$ cat src/rtl/tc_timer_pkg.sv
// Shared constants for the memory-mapped down-counting timer: register offsets,
// CTRL bit positions, mode codes and FSM state encoding.
package tc_timer_pkg;

  localparam logic [1:0] TC_CTRL   = 2'd0;
  localparam logic [1:0] TC_PRESET = 2'd1;
  localparam logic [1:0] TC_COUNT  = 2'd2;

  localparam int CTRL_EN      = 0;
  localparam int CTRL_MODE_LO = 1;
  localparam int CTRL_MODE_HI = 2;
  localparam int CTRL_IM      = 3;

  localparam logic [1:0] MODE_AUTO = 2'b01;

  typedef enum logic [1:0] {
    ST_IDLE = 2'd0,
    ST_LOAD = 2'd1,
    ST_CNT  = 2'd2,
    ST_INT  = 2'd3
  } state_t;

  // Only 01 reloads; 00 and both 1x encodings act as one-shot.
  function automatic logic is_auto(input logic [1:0] mode);
    return mode == MODE_AUTO;
  endfunction

endpackage

$ cat src/rtl/tc_timer.sv
// Down-counting peripheral timer: CTRL/PRESET/COUNT register file, four-state
// count FSM and combinational read mux, with a maskable interrupt output.
module tc_timer
  import tc_timer_pkg::*;
(
  input  logic        clk,
  input  logic        reset,
  input  logic        sel,
  input  logic        we,
  input  logic [1:0]  addr,
  input  logic [31:0] wdata,
  output logic [31:0] rdata,
  output logic        irq
);

  logic [3:0]  ctrl;
  logic [31:0] preset;
  logic [31:0] count;
  logic        int_flag;
  state_t      state;

  state_t      state_nxt;
  logic [31:0] count_nxt;
  logic        flag_set;
  logic        flag_clr;
  logic        en_clr;

  logic        ctrl_wr;
  logic        preset_wr;
  logic        en;
  logic        wdata_unused;

  assign ctrl_wr      = sel & we & (addr == TC_CTRL);
  assign preset_wr    = sel & we & (addr == TC_PRESET);
  assign en           = ctrl[CTRL_EN];
  assign wdata_unused = ^wdata[31:4];

  always_comb begin
    state_nxt = state;
    count_nxt = count;
    flag_set  = 1'b0;
    flag_clr  = 1'b0;
    en_clr    = 1'b0;
    case (state)
      ST_IDLE: begin
        if (en) state_nxt = ST_LOAD;
      end
      ST_LOAD: begin
        count_nxt = preset;
        state_nxt = ST_CNT;
      end
      ST_CNT: begin
        if (!en) begin
          state_nxt = ST_IDLE;
        end else if (count > 32'd1) begin
          count_nxt = count - 32'd1;
        end else begin
          // A zero preset lands here too, so it fires like a preset of one.
          count_nxt = 32'd0;
          flag_set  = 1'b1;
          state_nxt = ST_INT;
        end
      end
      ST_INT: begin
        if (is_auto(ctrl[CTRL_MODE_HI:CTRL_MODE_LO])) flag_clr = 1'b1;
        else                                          en_clr   = 1'b1;
        state_nxt = ST_IDLE;
      end
      default: state_nxt = ST_IDLE;
    endcase
  end

  always_ff @(posedge clk or posedge reset) begin
    if (reset) begin
      state <= ST_IDLE;
      count <= 32'd0;
    end else begin
      state <= state_nxt;
      count <= count_nxt;
    end
  end

  // A CPU CTRL write overrides the FSM's EN clear and acknowledges the interrupt.
  always_ff @(posedge clk or posedge reset) begin
    if (reset) begin
      ctrl     <= 4'd0;
      preset   <= 32'd0;
      int_flag <= 1'b0;
    end else begin
      if (ctrl_wr)     ctrl          <= wdata[3:0];
      else if (en_clr) ctrl[CTRL_EN] <= 1'b0;

      if (preset_wr) preset <= wdata;

      if (ctrl_wr)       int_flag <= 1'b0;
      else if (flag_set) int_flag <= 1'b1;
      else if (flag_clr) int_flag <= 1'b0;
    end
  end

  always_comb begin
    rdata = 32'd0;
    case (addr)
      TC_CTRL:   rdata = {28'd0, ctrl};
      TC_PRESET: rdata = preset;
      TC_COUNT:  rdata = count;
      default:   rdata = 32'd0;
    endcase
  end

  assign irq = ctrl[CTRL_IM] & int_flag;

endmodule
$ cat config.mk
export PLATFORM = sky130hd
export DESIGN_NAME = tc_timer
export DESIGN_NICKNAME = d
export VERILOG_FILES = /design/src/rtl/tc_timer_pkg.sv /design/src/rtl/tc_timer.sv
export SDC_FILE = /design/constraint.sdc
export NUM_CORES = 1
export LEC_CHECK = 0
export CAP_MARGIN = 25
export CORE_UTILIZATION = 29
export DETAILED_ROUTE_END_ITERATION = 12
export PLACE_DENSITY = 0.52
export SLEW_MARGIN = 15
export SYNTH_ARGS = -nofsm -noshare
export SYNTH_HDL_FRONTEND = slang
export SYNTH_SLANG_ARGS = --single-unit
$ cat constraint.sdc
create_clock -name clk -period 2.4 [get_ports clk]
set_input_delay 0.48 -clock clk [delete_from_list [all_inputs] [get_ports clk]]
set_output_delay 0.48 -clock clk [all_outputs]
set_load 0.05 [all_outputs]
==> out/summary.txt, run 1 <==
Status - complete, no violations
ANT cells - 0
Vias per cell - 5.29
Yosys cell types - 53
Worst setup EP type - register
Wire length of the first global-routing pass - 18,900 µm
Ys flop type - dfrtp_1
TritonRoute pass-1 iters - 4
Syn nets - 431
Setup Fix Bufs, Post-CTS - 0
Most common cell in the netlist - dfrtp_1
Hold Path Sink - state[0]$_DFFE_PP0P_
I/O Buffers - 70
Gate Count Post-Synth - 391
WL met1 - 5480 µm
Die width - 119 µm
Worst-path clk slew - 0.06 ns
# IOs - 71
DR iter-0 viols - 203
Wire length on met3 - 436 µm
Maximum vdd drop - 0.457 mV
Type of origin of the critical path - register
Routed len/inst - 17.1 µm
Pwr dens - 1150 nW/µm²
DR WL met2 - 5420 µm
Max-cap violations - 0
Hold Path Origin - state[0]$_DFFE_PP0P_
Final nets - 529
Worst Tran Pin Value - 0.937 ns
Max Slew Vio Count - 0
Max Clk Rate - 430 MHz
Core Box Area - 13,300 µm²
Num Clock Sinks - 71
Minimum clock period - 2.32 ns
Pin count of the biggest net entering global routing - 72
Hold WC Path Type - reg2reg
Final cycle utilization of the critical path - 96.9%
Rows - 42
Antenna violations before repair - 0
Area Growth Syn to Fin - 47.8%
Share of layout cells above drive strength 1 - 33.8%
Uppermost routed layer - met4
Clk root buf - clkbuf_16
Reg2Reg Depth - 6
Clock skew - 0.00859 ns
Crit-path max FO - 23
Final setup fails - 0
Synth area leaders - dfrtp_1 (44%), mux2_2 (9.9%), a22o_1 (7.5%), o21ai_0 (3.4%), nand2_1 (2.3%)
Starting Density - 29.9%
Final hold violations - 0
Cell taking the most area after synthesis - dfrtp_1
Crit path launch - count[25]$_DFFE_PP0P_
Sequential area share after synthesis - 44.5%
Die height - 119 µm
Area occupied by multi-input gates - 2090 µm²
Slew headroom - 37.5%
Routed Antenna Nets - 0
Lkg Pwr - 0.00244 µW
Req. time, crit path - 2.62 ns
WHS Path Cells - 1
Top cells by count, synth - dfrtp_1 (71), mux2_2 (35), a22o_1 (34)
Clk_lat worst skew - 0.34 ns
FF+latch area - 1780 µm²
CTS buffer count - 9
H-tree depth - 3
Post-synth EDFFs - 0
Layout fillers - 1,290
Die area - 14,300 µm²
R2R Setup Slk - 0.08 ns
Synth Warn # - 0
RR Startpoint - count[25]$_DFFE_PP0P_
CP arrival - 2.55 ns
Hold_buf cts - 0
FFs w/ async S/R, synth - 100%
Syn Std Cell Area - 4000 µm²
Critical path type - reg2reg
Post-synthesis sequential element count - 71
R2r endpoint - count[16]$_DFFE_PP0P_
Post-detail-place hpwl - 7990 µm
DRC - 0
Routability cong. - 0.840
Worst-case clock buffer depth - 2
Via count - 3,545
Vias in the first global route - 3,575
Overall Global Routing Usage - 17.1%
Gr ovfl total - 0
Hold slack - 0.519 ns
Syn Area/Cell - 10.2 µm²
Routed WL - 11,500 µm
Top cell type's share of synthesized area - 44.5%
RSZ-0062 raised after global routing - false
CTS tree - yes
Final TNS setup - 0 ns
[sequential cells by signal, indices dropped and copies added, names as in the netlist]
register  cells
int_flag      1
count        32
state         2
preset       32
ctrl          4
[where the power goes]
group / internal, µW / leakage (µW) / switching, µW / total [µW]
clock network: 836 / 0.000141 / 541 / 1380
logic: 1610 / 0.00142 / 1750 / 3370
registers: 1600 / 0.000874 / 435 / 2040
[layer usage]
metal  track usage, %  up-vias
met4             5.55        0
met5                0        -
met2             27.0       68
met1             22.7     1754
li1                 -     1710
met3             4.50       13
[layout make-up]
| class | count | area share [%] |
|---|---|---|
| inverters | 15 | 0.953 |
| clock inverters | 6 | 1.19 |
| repair buffers | 118 | 24.7 |
| flip-flops and latches | 71 | 30.1 |
| multi-input cells | 274 | 35.4 |
| well taps | 176 | 3.73 |
| clock buffers | 10 | 4.05 |
[worst max-delay path: stages, from the launching register on]
cell and delay (ns):
dfrtp_1 0.38, or3_4 0.39, or4_4 0.47, o41ai_4 0.31
buf_12 0.21, o21ai_1 0.09, a221o_1 0.34
[cells by family after synthesis]
group / after synthesis / synth area share (%)
multiplexers: 40 / 11.1
adder cells (fa/ha/maj): 2 / 0.626
AO/OA/AOI/OAI: 124 / 23.5
flip-flops: 71 / 44.5
AND/OR/NAND/NOR: 108 / 15.1
buffers and inverters: 46 / 5.23
[per-stage QoR]
| step | power [µW] | setup WS (ns) | utilization (%) | area [µm²] | cells |
|---|---|---|---|---|---|
| 2_1_floorplan | 3910 | -0.0160 | - | 4050 | 391 |
| 3_3_place_gp | 5310 | 0.0541 | 41.7 | 5570 | 654 |
| 3_5_place_dp | 5360 | -0.00970 | 41.7 | 5570 | 654 |
| 4_1_cts | 6760 | 0.00384 | 44.0 | 5880 | 670 |
| 5_1_grt | 7200 | 0.0110 | 44.3 | 5910 | 670 |
| 6_report | 6780 | 0.0751 | 44.3 | 5910 | 670 |
[how the worst max path moves through the flow]
stage                             to  slack, ns  cells past startpoint
2_1_floorplan  count[31]$_DFFE_PP0P_      -0.02                      7
3_3_place_gp   count[16]$_DFFE_PP0P_       0.05                      6
3_5_place_dp   count[16]$_DFFE_PP0P_      -0.01                      6
4_1_cts        count[16]$_DFFE_PP0P_      0.004                      6
5_1_grt        count[30]$_DFFE_PP0P_       0.01                      6
6_report       count[16]$_DFFE_PP0P_       0.08                      6
[layout by cell type, fill, tap and decap left out, types with 4 or more instances in the layout]
cell type and instances:
a22o_2 20, buf_4 42, a22o_1 14, or4_1 6, a22oi_1 8, nor3_1 13
inv_1 14, nand2_1 25, o21ai_1 9, buf_12 38, nand3_1 11, a21oi_1 9
o21ai_0 22, nor2_1 10, o2bb2ai_1 6, or3_1 4, clkbuf_16 9, nor4_1 11
a32oi_1 5, mux2_2 35, dfrtp_1 71, o22ai_1 5, mux2i_1 5, a221o_1 6
clkdlybuf4s50_1 38
[what timing repair did]
action | 4_1_cts | 5_1_grt
gates resized for setup | 1 | 4
pin swaps | 0 | 2
cloned | 0 | 0
setup endpoints to repair | 1 | 13
(Power assumes the default switching activity.)
==> inputs of run 2 (changes only) <==
GPL_TIMING_DRIVEN = 0   (was unset)
==> run 2 against run 1 <==
The run now ends with setup timing left. Fmax is 5.1% lower. Global-route usage is 3.1 points higher. Sequential share of layout area is 1.7 points higher. Cell area down 5.2%. Hold slack worse by 0.013 ns. Total power is 1.1% lower. Worst setup slack worse by 0.12 ns. Sequential cell count did not move. Combinational power shrank 4%. Routed wire length is 22% higher. Non-clock buffer count up 2. Clock skew barely moved.
==> out/summary.txt, run 2 (synthesized netlist as in run 1, its figures left out) <==
Finished Cell Area - 5600 µm² (was 5910 µm²)
Share of layout cells above drive strength 1 - 34.9% (was 33.8%)
Crit-path slowest cell - or4_4 (unchanged)
Critical path type - reg2reg (unchanged)
Routability cong. - 0.875 (was 0.840)
Pin count of the biggest net entering global routing - 41 (was 72)
ANT cells - 0 (unchanged)
Maximum vdd drop - 0.418 mV (was 0.457 mV)
Status - finished, violations left (was complete, no violations)
Placed cell area - 4990 µm² (was 5570 µm²)
Area occupied by multi-input gates - 2180 µm² (was 2090 µm²)
DRC - 0 (unchanged)
Crit-path max FO - 8 (was 23)
Reg2Reg Depth - 7 (was 6)
Hold_buf cts - 0 (unchanged)
H-tree depth - 3 (unchanged)
DR WL met2 - 6400 µm (was 5420 µm)
Slew headroom - 47.8% (was 37.5%)
Minimum clock period - 2.45 ns (was 2.32 ns)
Clk root buf - clkbuf_16 (unchanged)
Die area - 14,300 µm² (unchanged)
Area Growth Syn to Fin - 40.1% (was 47.8%)
Routed WL - 14,000 µm (was 11,500 µm)
Hold WC Path Type - in2async (was reg2reg)
Req. time, crit path - 2.62 ns (about the same)
FF+latch area - 1780 µm² (about the same)
Max incr delay on CP - 0.46 ns (was 0.47 ns)
CP arrival - 2.67 ns (was 2.55 ns)
Lkg Pwr - 0.00231 µW (was 0.00244 µW)
Worst setup EP type - register (unchanged)
Rows - 42 (unchanged)
WL met1 - 5990 µm (was 5480 µm)
Core Box Area - 13,300 µm² (unchanged)
Routed Antenna Nets - 0 (unchanged)
DR iter-0 viols - 267 (was 203)
Uppermost routed layer - met4 (unchanged)
# IOs - 71 (unchanged)
Most frequent cells in the layout - dfrtp_1 (70), buf_4 (47), clkdlybuf4s50_1 (36), mux2_2 (35), nand2_1 (25) (was dfrtp_1 (71), buf_4 (42), clkdlybuf4s50_1 (38), buf_12 (38), mux2_2 (35))
Starting Density - 29.9% (unchanged)
Vias per cell - 5.73 (was 5.29)
Vias in the first global route - 3,764 (was 3,575)
Overall Global Routing Usage - 20.1% (was 17.1%)
Wire length on met3 - 1010 µm (was 436 µm)
CTS tree - yes (unchanged)
Crit-path cells - or3_4 -> or4_4 -> o41ai_4 -> buf_6 -> buf_8 -> o21ai_1 -> a221o_1 (was or3_4 -> or4_4 -> o41ai_4 -> buf_12 -> o21ai_1 -> a221o_1)
I/O Buffers - 69 (was 70)
Wire length of the first global-routing pass - 21,500 µm (was 18,900 µm)
CTS buffer count - 9 (unchanged)
Violated checks - setup timing
Final hold violations - 0 (unchanged)
Via count - 3,843 (was 3,545)
Worst-path clk slew - 0.06 ns (about the same)
Final cycle utilization of the critical path - 102% (was 96.9%)
Post-detail-place hpwl - 9260 µm (was 7990 µm)
Final nets - 531 (was 529)
Biggest regs - count (32), preset (32), ctrl (4) (unchanged)
Final setup fails - 11 (was 0)
Max Slew Vio Count - 0 (unchanged)
Pwr dens - 1200 nW/µm² (was 1150 nW/µm²)
Clk_lat worst skew - 0.35 ns (was 0.34 ns)
Num Clock Sinks - 71 (unchanged)
Layout fillers - 1,338 (was 1,290)
Clock skew - 0.00904 ns (was 0.00859 ns)
Die height - 119 µm (unchanged)
Final WS setup - -0.0488 ns (was 0.0751 ns)
Commonest non-fill, non-tap cell in the layout - dfrtp_1 (unchanged)
Gr ovfl total - 0 (unchanged)
Routed len/inst - 20.9 µm (was 17.1 µm)
Worst-case clock buffer depth - 2 (unchanged)
Hold slack - 0.506 ns (was 0.519 ns)
Type of origin of the critical path - register (unchanged)
TritonRoute pass-1 iters - 5 (was 4)
Die width - 119 µm (unchanged)
Max-cap violations - 0 (unchanged)
RSZ-0062 raised after global routing - true (was false)
Max Clk Rate - 408 MHz (was 430 MHz)
Worst Tran Pin Value - 0.784 ns (was 0.937 ns)
Antenna violations before repair - 0 (unchanged)
==> run 2: cell types whose count changed in the layout (fill, tap and decap cells not counted), sizes merged <==
cell	delta
buf	-18
clkdlybuf4s50	-2
clkinvlp	-2
clkdlybuf4s15	+2
dlygate4sd2	+1
clkinv	-1
clkbuf	+21
==> run 2: area by class of cell <==
type / count / area share, %
Buffer: 29 / 3.93
Clock buffer: 12 / 4.58
Clock inverter: 3 / 0.760
Inverter: 15 / 1.05
Multi-Input combinational cell: 274 / 39.0
Sequential cell: 71 / 31.8
Tap cell: 176 / 3.93
Timing Repair Buffer: 91 / 15.0
==> run 2: what timing repair did <==
| item | 4_1_cts | 5_1_grt |
|---|---|---|
| resized for setup | 226 | 23 |
| setup endpoints to repair | 95 | 32 |
| cloned | 1 | 0 |
| endpoints found under the hold margin | 0 | 0 |
| pin swaps | 16 | 12 |
| buffers inserted | 16 | 4 |
==> run 2: path summary, 6_finish.rpt <==
check	startpoint	endpoint	slack, ns
worst max register to register	count[23]$_DFFE_PP0P_	count[10]$_DFFE_PP0P_	-0.05
min in group clk	ctrl[2]$_DFFE_PP0P_	ctrl[2]$_DFFE_PP0P_	0.53
worst min register to register	ctrl[2]$_DFFE_PP0P_	ctrl[2]$_DFFE_PP0P_	0.53
worst min-delay path	reset	preset[9]$_DFFE_PP0P_	0.51
worst max-delay path	count[23]$_DFFE_PP0P_	count[10]$_DFFE_PP0P_	-0.05
max in group asynchronous	reset	count[24]$_DFFE_PP0P_	1.34
==> run 2: where the power goes <==
group	switching [µW]	internal (µW)
Sequential	506	1600
Clock	526	854
Combinational	1870	1350
Total	2900	3810
==> run 2: layer usage <==
layer	track usage [%]	vias up
met5	0	-
met4	10.8	0
met3	4.65	43
met2	30.3	176
met1	26.7	1916
li1	-	1708
==> run 2: critical path: cells and delay by family, from the launching register on <==
| family | cells | cell delay (ns) |
|---|---|---|
| flip-flops | 1 | 0.40 |
| AO/OA/AOI/OAI | 3 | 0.71 |
| buffers and inverters | 2 | 0.36 |
| AND/OR/NAND/NOR | 2 | 0.85 |
==> run 2: per-stage QoR <==
stage | cells | power (µW) | worst slack, ns | setup TNS [ns] | util, %
after floorplan | 391 | 3910 | -0.0160 | -0.0209 | -
after global placement | 636 | 4790 | -1.51 | -171.65 | 37.1
after detailed placement | 638 | 4850 | -1.48 | -79.70 | 37.4
after CTS | 668 | 6580 | -0.0923 | -0.515 | 41.3
after global routing | 671 | 7030 | -0.0992 | -0.820 | 41.9
final | 671 | 6710 | -0.0488 | -0.276 | 41.9
